==> src/rtl/run_ctrl.sv <==
// run_ctrl: run/halt sequencer for a small processor core.
// Ports:
//   CLK           - clock, all state changes on the rising edge
//   Reset         - synchronous active-high reset
//   start         - host run request, level-sampled every edge
//   halt_instr    - instruction at PC is the halt instruction
//   branch_taken  - take branch this cycle
//   branch_target - next PC when branch_taken
//   PC            - instruction ROM address (registered)
//   run           - commit enable for architectural writes (registered)
//   halt          - run finished, normally or by watchdog (registered)
//   timeout       - last run was ended by the watchdog (registered)
//   cycle_count   - instructions executed in current/last run (registered)
module run_ctrl #(
    parameter int unsigned PC_W       = 8,
    parameter int unsigned START_ADDR = 0,
    parameter int unsigned MAX_CYCLES = 1023
) (
    input  logic            CLK,
    input  logic            Reset,
    input  logic            start,
    input  logic            halt_instr,
    input  logic            branch_taken,
    input  logic [PC_W-1:0] branch_target,
    output logic [PC_W-1:0] PC,
    output logic            run,
    output logic            halt,
    output logic            timeout,
    output logic [15:0]     cycle_count
);

    localparam logic [PC_W-1:0] START_PC = PC_W'(START_ADDR);
    localparam logic [15:0]     WD_LAST  = 16'(MAX_CYCLES - 1);
    localparam logic [15:0]     WD_MAX   = 16'(MAX_CYCLES);

    typedef enum logic [1:0] {
        IDLE,
        INIT,
        RUN,
        HALTED
    } state_t;

    state_t          state_q, state_d;
    logic [PC_W-1:0] pc_q, pc_d;
    logic            run_q, run_d;
    logic            halt_q, halt_d;
    logic            timeout_q, timeout_d;
    logic [15:0]     count_q, count_d;
    logic [15:0]     count_inc;

    // Count saturates rather than wrapping.
    assign count_inc = (count_q == 16'hFFFF) ? count_q : count_q + 16'd1;

    always_ff @(posedge CLK) begin
        if (Reset) begin
            state_q   <= IDLE;
            pc_q      <= START_PC;
            run_q     <= 1'b0;
            halt_q    <= 1'b0;
            timeout_q <= 1'b0;
            count_q   <= 16'd0;
        end else begin
            state_q   <= state_d;
            pc_q      <= pc_d;
            run_q     <= run_d;
            halt_q    <= halt_d;
            timeout_q <= timeout_d;
            count_q   <= count_d;
        end
    end

    always_comb begin
        state_d   = state_q;
        pc_d      = pc_q;
        run_d     = run_q;
        halt_d    = halt_q;
        timeout_d = timeout_q;
        count_d   = count_q;

        if (start) begin
            // A start request aborts whatever is going on.
            state_d   = INIT;
            pc_d      = START_PC;
            run_d     = 1'b0;
            halt_d    = 1'b0;
            timeout_d = 1'b0;
            count_d   = 16'd0;
        end else begin
            unique case (state_q)
                IDLE: begin
                end
                INIT: begin
                    state_d = RUN;
                    run_d   = 1'b1;
                end
                RUN: begin
                    if (halt_instr) begin
                        // Halt wins over the watchdog; halt counts as executed.
                        state_d = HALTED;
                        run_d   = 1'b0;
                        halt_d  = 1'b1;
                        count_d = count_inc;
                    end else if (count_q == WD_LAST) begin
                        state_d   = HALTED;
                        run_d     = 1'b0;
                        halt_d    = 1'b1;
                        timeout_d = 1'b1;
                        count_d   = WD_MAX;
                    end else begin
                        pc_d    = branch_taken ? branch_target
                                               : pc_q + PC_W'(1);
                        count_d = count_inc;
                    end
                end
                HALTED: begin
                end
                default: begin
                    state_d = IDLE;
                end
            endcase
        end
    end

    assign PC          = pc_q;
    assign run         = run_q;
    assign halt        = halt_q;
    assign timeout     = timeout_q;
    assign cycle_count = count_q;

endmodule

==> config.mk <==
export PLATFORM = sky130hd
export DESIGN_NAME = run_ctrl
export DESIGN_NICKNAME = d
export VERILOG_FILES = /design/src/rtl/run_ctrl.sv
export SDC_FILE = /design/constraint.sdc
export NUM_CORES = 1
export LEC_CHECK = 0
export CORE_MARGIN = 1.5
export CORE_UTILIZATION = 45
export CTS_BUF_LIST = sky130_fd_sc_hd__clkbuf_4 sky130_fd_sc_hd__clkbuf_8
export DETAILED_ROUTE_END_ITERATION = 8
export GPL_TIMING_DRIVEN = 0
export PLACE_DENSITY = 0.73
export SETUP_SLACK_MARGIN = 0.02
export SYNTH_ARGS = -nofsm -noshare
export SYNTH_HDL_FRONTEND = slang
export SYNTH_SLANG_ARGS = --single-unit
==> constraint.sdc <==
create_clock -name CLK -period 1.85 [get_ports CLK]
set_input_delay 0.37 -clock CLK [delete_from_list [all_inputs] [get_ports CLK]]
set_output_delay 0.37 -clock CLK [all_outputs]
set_load 0.05 [all_outputs]
==> run summary, run 1 <==
Status - finished clean
Relative slew slack - 67.0%
Buffers & Inverters on Critical Path - 1
Gp weighted congestion - 0.899
Mapped Cells - 205
Area grow syn2layout - 33.8%
Fin util - 63.3%
Final setup margin - 0.0447 ns
Number of global-route vias before repair - 1666
P_leak - 0.941 nW
Required time of the critical path - 1.48 ns
Final hold violations - 0
Final Setup Violations - 0
Final Skew - 0.00383 ns
Routed WL - 4820 um
Final worst path period share - 97.6%
Worst slack, placed - -0.187 ns
Die ar. - 4290 um^2
Antenna violations before repair - 0
Clock buffer count from CTS - 5
Crit path DAT - 1.44 ns
DP HPWL - 3300 um
Final number of max-transition violations - 0
Peak fanout along the critical path - 8
Critical path type - register to primary output
Worst-path clk slew - 0.06 ns
FMAX - 554 MHz
# fillers - 362
First-pass DRT Iterations - 4
GRT Util Overall - 23.3%
Setup crit end kind - primary output
CP cell instances - dlygate4sd2_1
Synth top area share - 33.0%
Final Power - 0.00133 W
Min Hold Slack - 0.455 ns
Cell accounting for the most synthesized area - dfxtp_1
Clock Tree Root - clkbuf_8
Initial Util - 47.3%
Post-synthesis cell area - 1760 um^2
Setup TNS - 0 ns
Hold Crit Class - register to register
IO buf count - 39
Delay-heaviest family, CP - buffers and inverters
Power per cell area - 564 nW/um^2
Cell variety after synth - 52
Routed wire length per instance - 16.0 um
Final min period - 1.81 ns
Critical-path top delay cell - dlygate4sd2_1
Hold buffers post-CTS - 0
Fin nets - 268
Antenna cells - 0
IO Pins - 40
Rows - 22
Post-synth top flop - dfxtp_1
Die height - 65.5 um
First-pass GRT wire length - 7830 um
Worst skew pair latency - 0.29 ns
Drc violations - 0
Routed Antenna Nets - 0
DR vias - 1847
Synth Area per Inst - 8.58 um^2
Tightest Pin Transition - 0.492 ns
Clk sinks - 29
VDD IR max - 352 uV
Ys Warns - 0
Post-synth EDFFs - 0
CTS tree - yes
Register area share after synthesis - 33.0%
Max-cap viol count - 0
Core area - 3720 um^2
Share of flip-flops with an asynchronous set or reset - 0%
CTS Buffer Depth - 2
H-tree Lvls - 2
Gr ovfl total - 0
#FFs+latches synth - 29
Fraction of layout cells with a size suffix above 1 - 18.2%
Initial DRC Count - 202
Worst path max stage delay - 0.58 ns
Largest net degree at the start of global routing - 11
Synth top area cells - dfxtp_1 33%, o31ai_1 5.5%, a31oi_1 5.0%
RSZ-0062 raised after global routing - no
Mapped Nets - 221
Critical path startpoint category - register
Vias per cell - 6.14
Die X-Extent - 65.5 um
-- flip-flops by register name, summed over array words and instances (netlist names) --
name / flops
halt: 1
state_q: 2
timeout: 1
PC: 8
run: 1
cycle_count: 16
-- timing repair --
| action | CTS | global route |
|---|---|---|
| buffers inserted | 1 | 0 |
| setup endpoints to repair | 34 | 25 |
| pin swaps | 1 | 0 |
| gates resized for setup | 23 | 15 |
| cloned | 0 | 0 |
-- final timing paths --
check,from,end,slack [ns],cells after the start
setup / recovery,cycle_count[11],cycle_count[11],0.04,1
hold / removal,halt,halt,0.45,2
setup reg to reg,cycle_count[0],PC[3],0.12,7
hold reg to reg,halt,halt,0.45,2
-- where the power goes --
part	internal (W)	leakage [nW]	switching, W
combinational	0.0000486	0.647	0.0000549
clock	0.000336	0.0542	0.000257
sequential	0.000626	0.240	0.00000544
total	0.00101	0.941	0.000317
-- per-stage QoR --
stage          cell area, um^2  cells
6_report                  2350    301
3_5_place_dp              2220    292
5_1_grt                   2350    301
3_3_place_gp              2220    292
2_1_floorplan             1770    205
4_1_cts                   2310    301
-- Yosys cell counts (all sizes together), types with 3 or more instances --
cell	n
a21oi	12
a31oi	14
and3	5
and4	6
buf	8
clkbuf	5
dfxtp	29
ha	3
inv	9
nand2	12
nand2b	3
nand3	8
nand4	8
nor2	13
nor3	3
nor3b	3
nor4	6
o21ai	5
o311ai	5
o31ai	13
or3	3
or4	7
-- cells in the final DEF (no fill, tap or decap), types with 8 or more instances in the layout --
cell type	instances
dfxtp_2	8
a31oi_1	14
clkbuf_8	8
dfxtp_1	19
inv_1	9
nand2_1	12
dlygate4sd2_1	21
nor2_1	12
o31ai_1	13
clkdlybuf4s50_1	15
a21oi_1	12
-- layer usage --
| metal | share of wire, % | GRT usage (%) |
|---|---|---|
| met1 | 47 | 32.0 |
| met5 | 0 | 0 |
| met3 | 5.0 | 4.28 |
| met2 | 46 | 36.5 |
| met4 | 1.4 | 8.33 |
-- final cells by class --
cell class                 instances  area (um^2)  share of cell area (%)
timing repair buffer              40          379                    16.1
multi-input combinational        154         1090                    46.4
clock buffer                       7         96.3                    4.09
sequential                        29          598                    25.4
buffer                            13         90.1                    3.83
inverter                           9         33.8                    1.44
clock inverter                     1         5.00                   0.213
tap                               48         60.1                    2.55
-- logic make-up after synthesis --
logic type,share of synthesized area (%)
mux,1.21
compound gates,25.0
buf+inv,6.83
fa+ha+maj,2.13
simple gates,31.9
flops,33.0
(Power assumes the default switching activity.)
==> run 2, diff against run 1 <==
--- a/config.mk
+++ b/config.mk
@@ -5,7 +5,7 @@
 export SDC_FILE = /design/constraint.sdc
 export NUM_CORES = 1
 export LEC_CHECK = 0
-export CORE_MARGIN = 1.5
+export CAP_MARGIN = 10
 export CORE_UTILIZATION = 45
 export CTS_BUF_LIST = sky130_fd_sc_hd__clkbuf_4 sky130_fd_sc_hd__clkbuf_8
 export DETAILED_ROUTE_END_ITERATION = 8
==> run summary, run 2 (synthesis results as in run 1) <==
Gp weighted congestion - 0.898 (was 0.899)
R2R setup slack - 0.13 ns (was 0.12 ns)
CP startpoint - halt (was cycle_count[11])
Clock Tree Root - clkbuf_8 (unchanged)
Critical-path top delay cell - clkdlybuf4s50_1 (was dlygate4sd2_1)
Routed Antenna Nets - 0 (unchanged)
Max reg flops - 16 (unchanged)
Gr ovfl total - 0 (unchanged)
Routed wire length per instance - 15.6 um (was 16.0 um)
DR vias - 1853 (was 1847)
Most common cell after layout, fill and taps aside - dlygate4sd2_1 (unchanged)
Crit path DAT - 1.42 ns (was 1.44 ns)
Largest net degree at the start of global routing - 11 (unchanged)
Critical path type - register to primary output (unchanged)
Final number of max-transition violations - 0 (unchanged)
Worst R2R Path Depth - 8 (was 7)
Fraction of layout cells with a size suffix above 1 - 19.4% (was 18.2%)
DP HPWL - 3230 um (was 3300 um)
Antenna violations before repair - 0 (unchanged)
Area grow syn2layout - 34.1% (was 33.8%)
Tightest Pin Transition - 0.499 ns (was 0.492 ns)
Final worst path period share - 96.7% (was 97.6%)
Worst-path clk slew - 0.06 ns (about the same)
IO buf count - 39 (unchanged)
Die X-Extent - 64.5 um (was 65.5 um)
CTS tree - yes (unchanged)
Crit path depth - 1 (unchanged)
Final setup margin - 0.0618 ns (was 0.0447 ns)
Fin nets - 268 (unchanged)
Max-cap viol count - 0 (unchanged)
Final min period - 1.79 ns (was 1.81 ns)
Routed WL - 4690 um (was 4820 um)
Worst setup endpoint - halt (was cycle_count[11])
Antenna cells - 0 (unchanged)
Clock buffer count from CTS - 5 (unchanged)
P_leak - 0.982 nW (was 0.941 nW)
Buffers & Inverters on Critical Path - 1 (unchanged)
Drc violations - 0 (unchanged)
Status - finished clean (unchanged)
CP cell instances - clkdlybuf4s50_1 (was dlygate4sd2_1)
Clk sinks - 29 (unchanged)
Final hold violations - 0 (unchanged)
FMAX - 559 MHz (was 554 MHz)
Power per cell area - 561 nW/um^2 (was 564 nW/um^2)
First-pass GRT wire length - 7860 um (was 7830 um)
Number of global-route vias before repair - 1662 (was 1666)
Worst slack, placed - -0.164 ns (was -0.187 ns)
Final Skew - 0.00287 ns (was 0.00383 ns)
First-pass DRT Iterations - 4 (unchanged)
Core area - 3720 um^2 (unchanged)
Final Setup Violations - 0 (unchanged)
Worst skew pair latency - 0.29 ns (about the same)
H-tree Lvls - 2 (unchanged)
IO Pins - 40 (unchanged)
Final Power - 0.00132 W (was 0.00133 W)
CTS Buffer Depth - 2 (unchanged)
Worst r2r src - cycle_count[0] (unchanged)
Rows - 22 (unchanged)
Hold buffers post-CTS - 0 (unchanged)
End of the worst register-to-register path - cycle_count[7] (was PC[3])
Critical path startpoint category - register (unchanged)
Delay-heaviest family, CP - buffers and inverters (unchanged)
Peak fanout along the critical path - 2 (was 8)
Initial DRC Count - 133 (was 202)
Die height - 64.5 um (was 65.5 um)
RSZ-0062 raised after global routing - no (unchanged)
Relative slew slack - 66.7% (was 67.0%)
Die ar. - 4160 um^2 (was 4290 um^2)
DP Area - 2220 um^2 (unchanged)
Highest-count cells in the layout ignoring fill and taps - 21 x dlygate4sd2_1, 18 x dfxtp_1, 14 x a31oi_1 (was 21 x dlygate4sd2_1, 19 x dfxtp_1, 15 x clkdlybuf4s50_1)
Setup crit end kind - primary output (unchanged)
GRT Util Overall - 24.1% (was 23.3%)
VDD IR max - 302 uV (was 352 uV)
Worst path max stage delay - 0.80 ns (was 0.58 ns)
Initial Util - 47.3% (unchanged)
Hold Crit Class - register to register (unchanged)
Post-route cell area - 2360 um^2 (was 2350 um^2)
Required time of the critical path - 1.48 ns (about the same)
Vias per cell - 6.16 (was 6.14)
run 2: cell count changes in the layout (fill, tap and decap cells not counted), sizes merged:
cell           previous run  this run
clkdlybuf4s50            15        13
dlymetal6s2s              3         5
run 2: area by class of cell:
class	instances	area, um^2
Multi-Input combinational cell	154	1090
Clock inverter	1	5.00
Clock buffer	7	96.3
Sequential cell	29	599
Buffer	13	91.3
Timing Repair Buffer	40	384
Fill cell	350	1360
Inverter	9	33.8
Tap cell	48	60.1
run 2: worst min-delay path by stage:
| stage | slack, ns | cells after the start | end | from |
|---|---|---|---|---|
| after CTS | 0.46 | 2 | halt | halt |
| after global placement | 0.44 | 2 | timeout | timeout |
| after floorplan | 0.44 | 1 | state_q[0] | Reset |
| after detailed placement | 0.44 | 2 | halt | halt |
| final | 0.45 | 2 | halt | halt |
| after global routing | 0.48 | 2 | halt | halt |
run 2: layer usage:
metal | vias up | global-route usage, % | wire length (um)
met2 | 39 | 36.4 | 2130
li1 | 905 | - | -
met1 | 902 | 32.3 | 2260
met5 | - | 0 | 0
met3 | 7 | 5.28 | 248
met4 | 0 | 11.4 | 57
run 2: repair_timing:
| action | CTS | global route |
|---|---|---|
| gates resized for setup | 22 | 21 |
| buffers inserted | 1 | 0 |
| pin swaps | 1 | 1 |
| setup endpoints to repair | 31 | 25 |
| gates cloned | 0 | 0 |
run 2: report_power, final:
part           internal, W  total [W]  switching (W)
Sequential        0.000626   0.000631     0.00000538
Clock             0.000336   0.000590       0.000254
Combinational    0.0000488   0.000103      0.0000541
Total              0.00101    0.00132       0.000314
run 2: per-stage QoR:
stage	hold slack, ns	cells	utilization [%]	setup TNS [ns]
2_1_floorplan	0.439	205	-	0
3_3_place_gp	0.437	292	59.7	-0.839
3_5_place_dp	0.442	292	59.7	-0.982
4_1_cts	0.456	301	62.1	0
5_1_grt	0.482	301	63.5	0
6_report	0.451	301	63.5	0
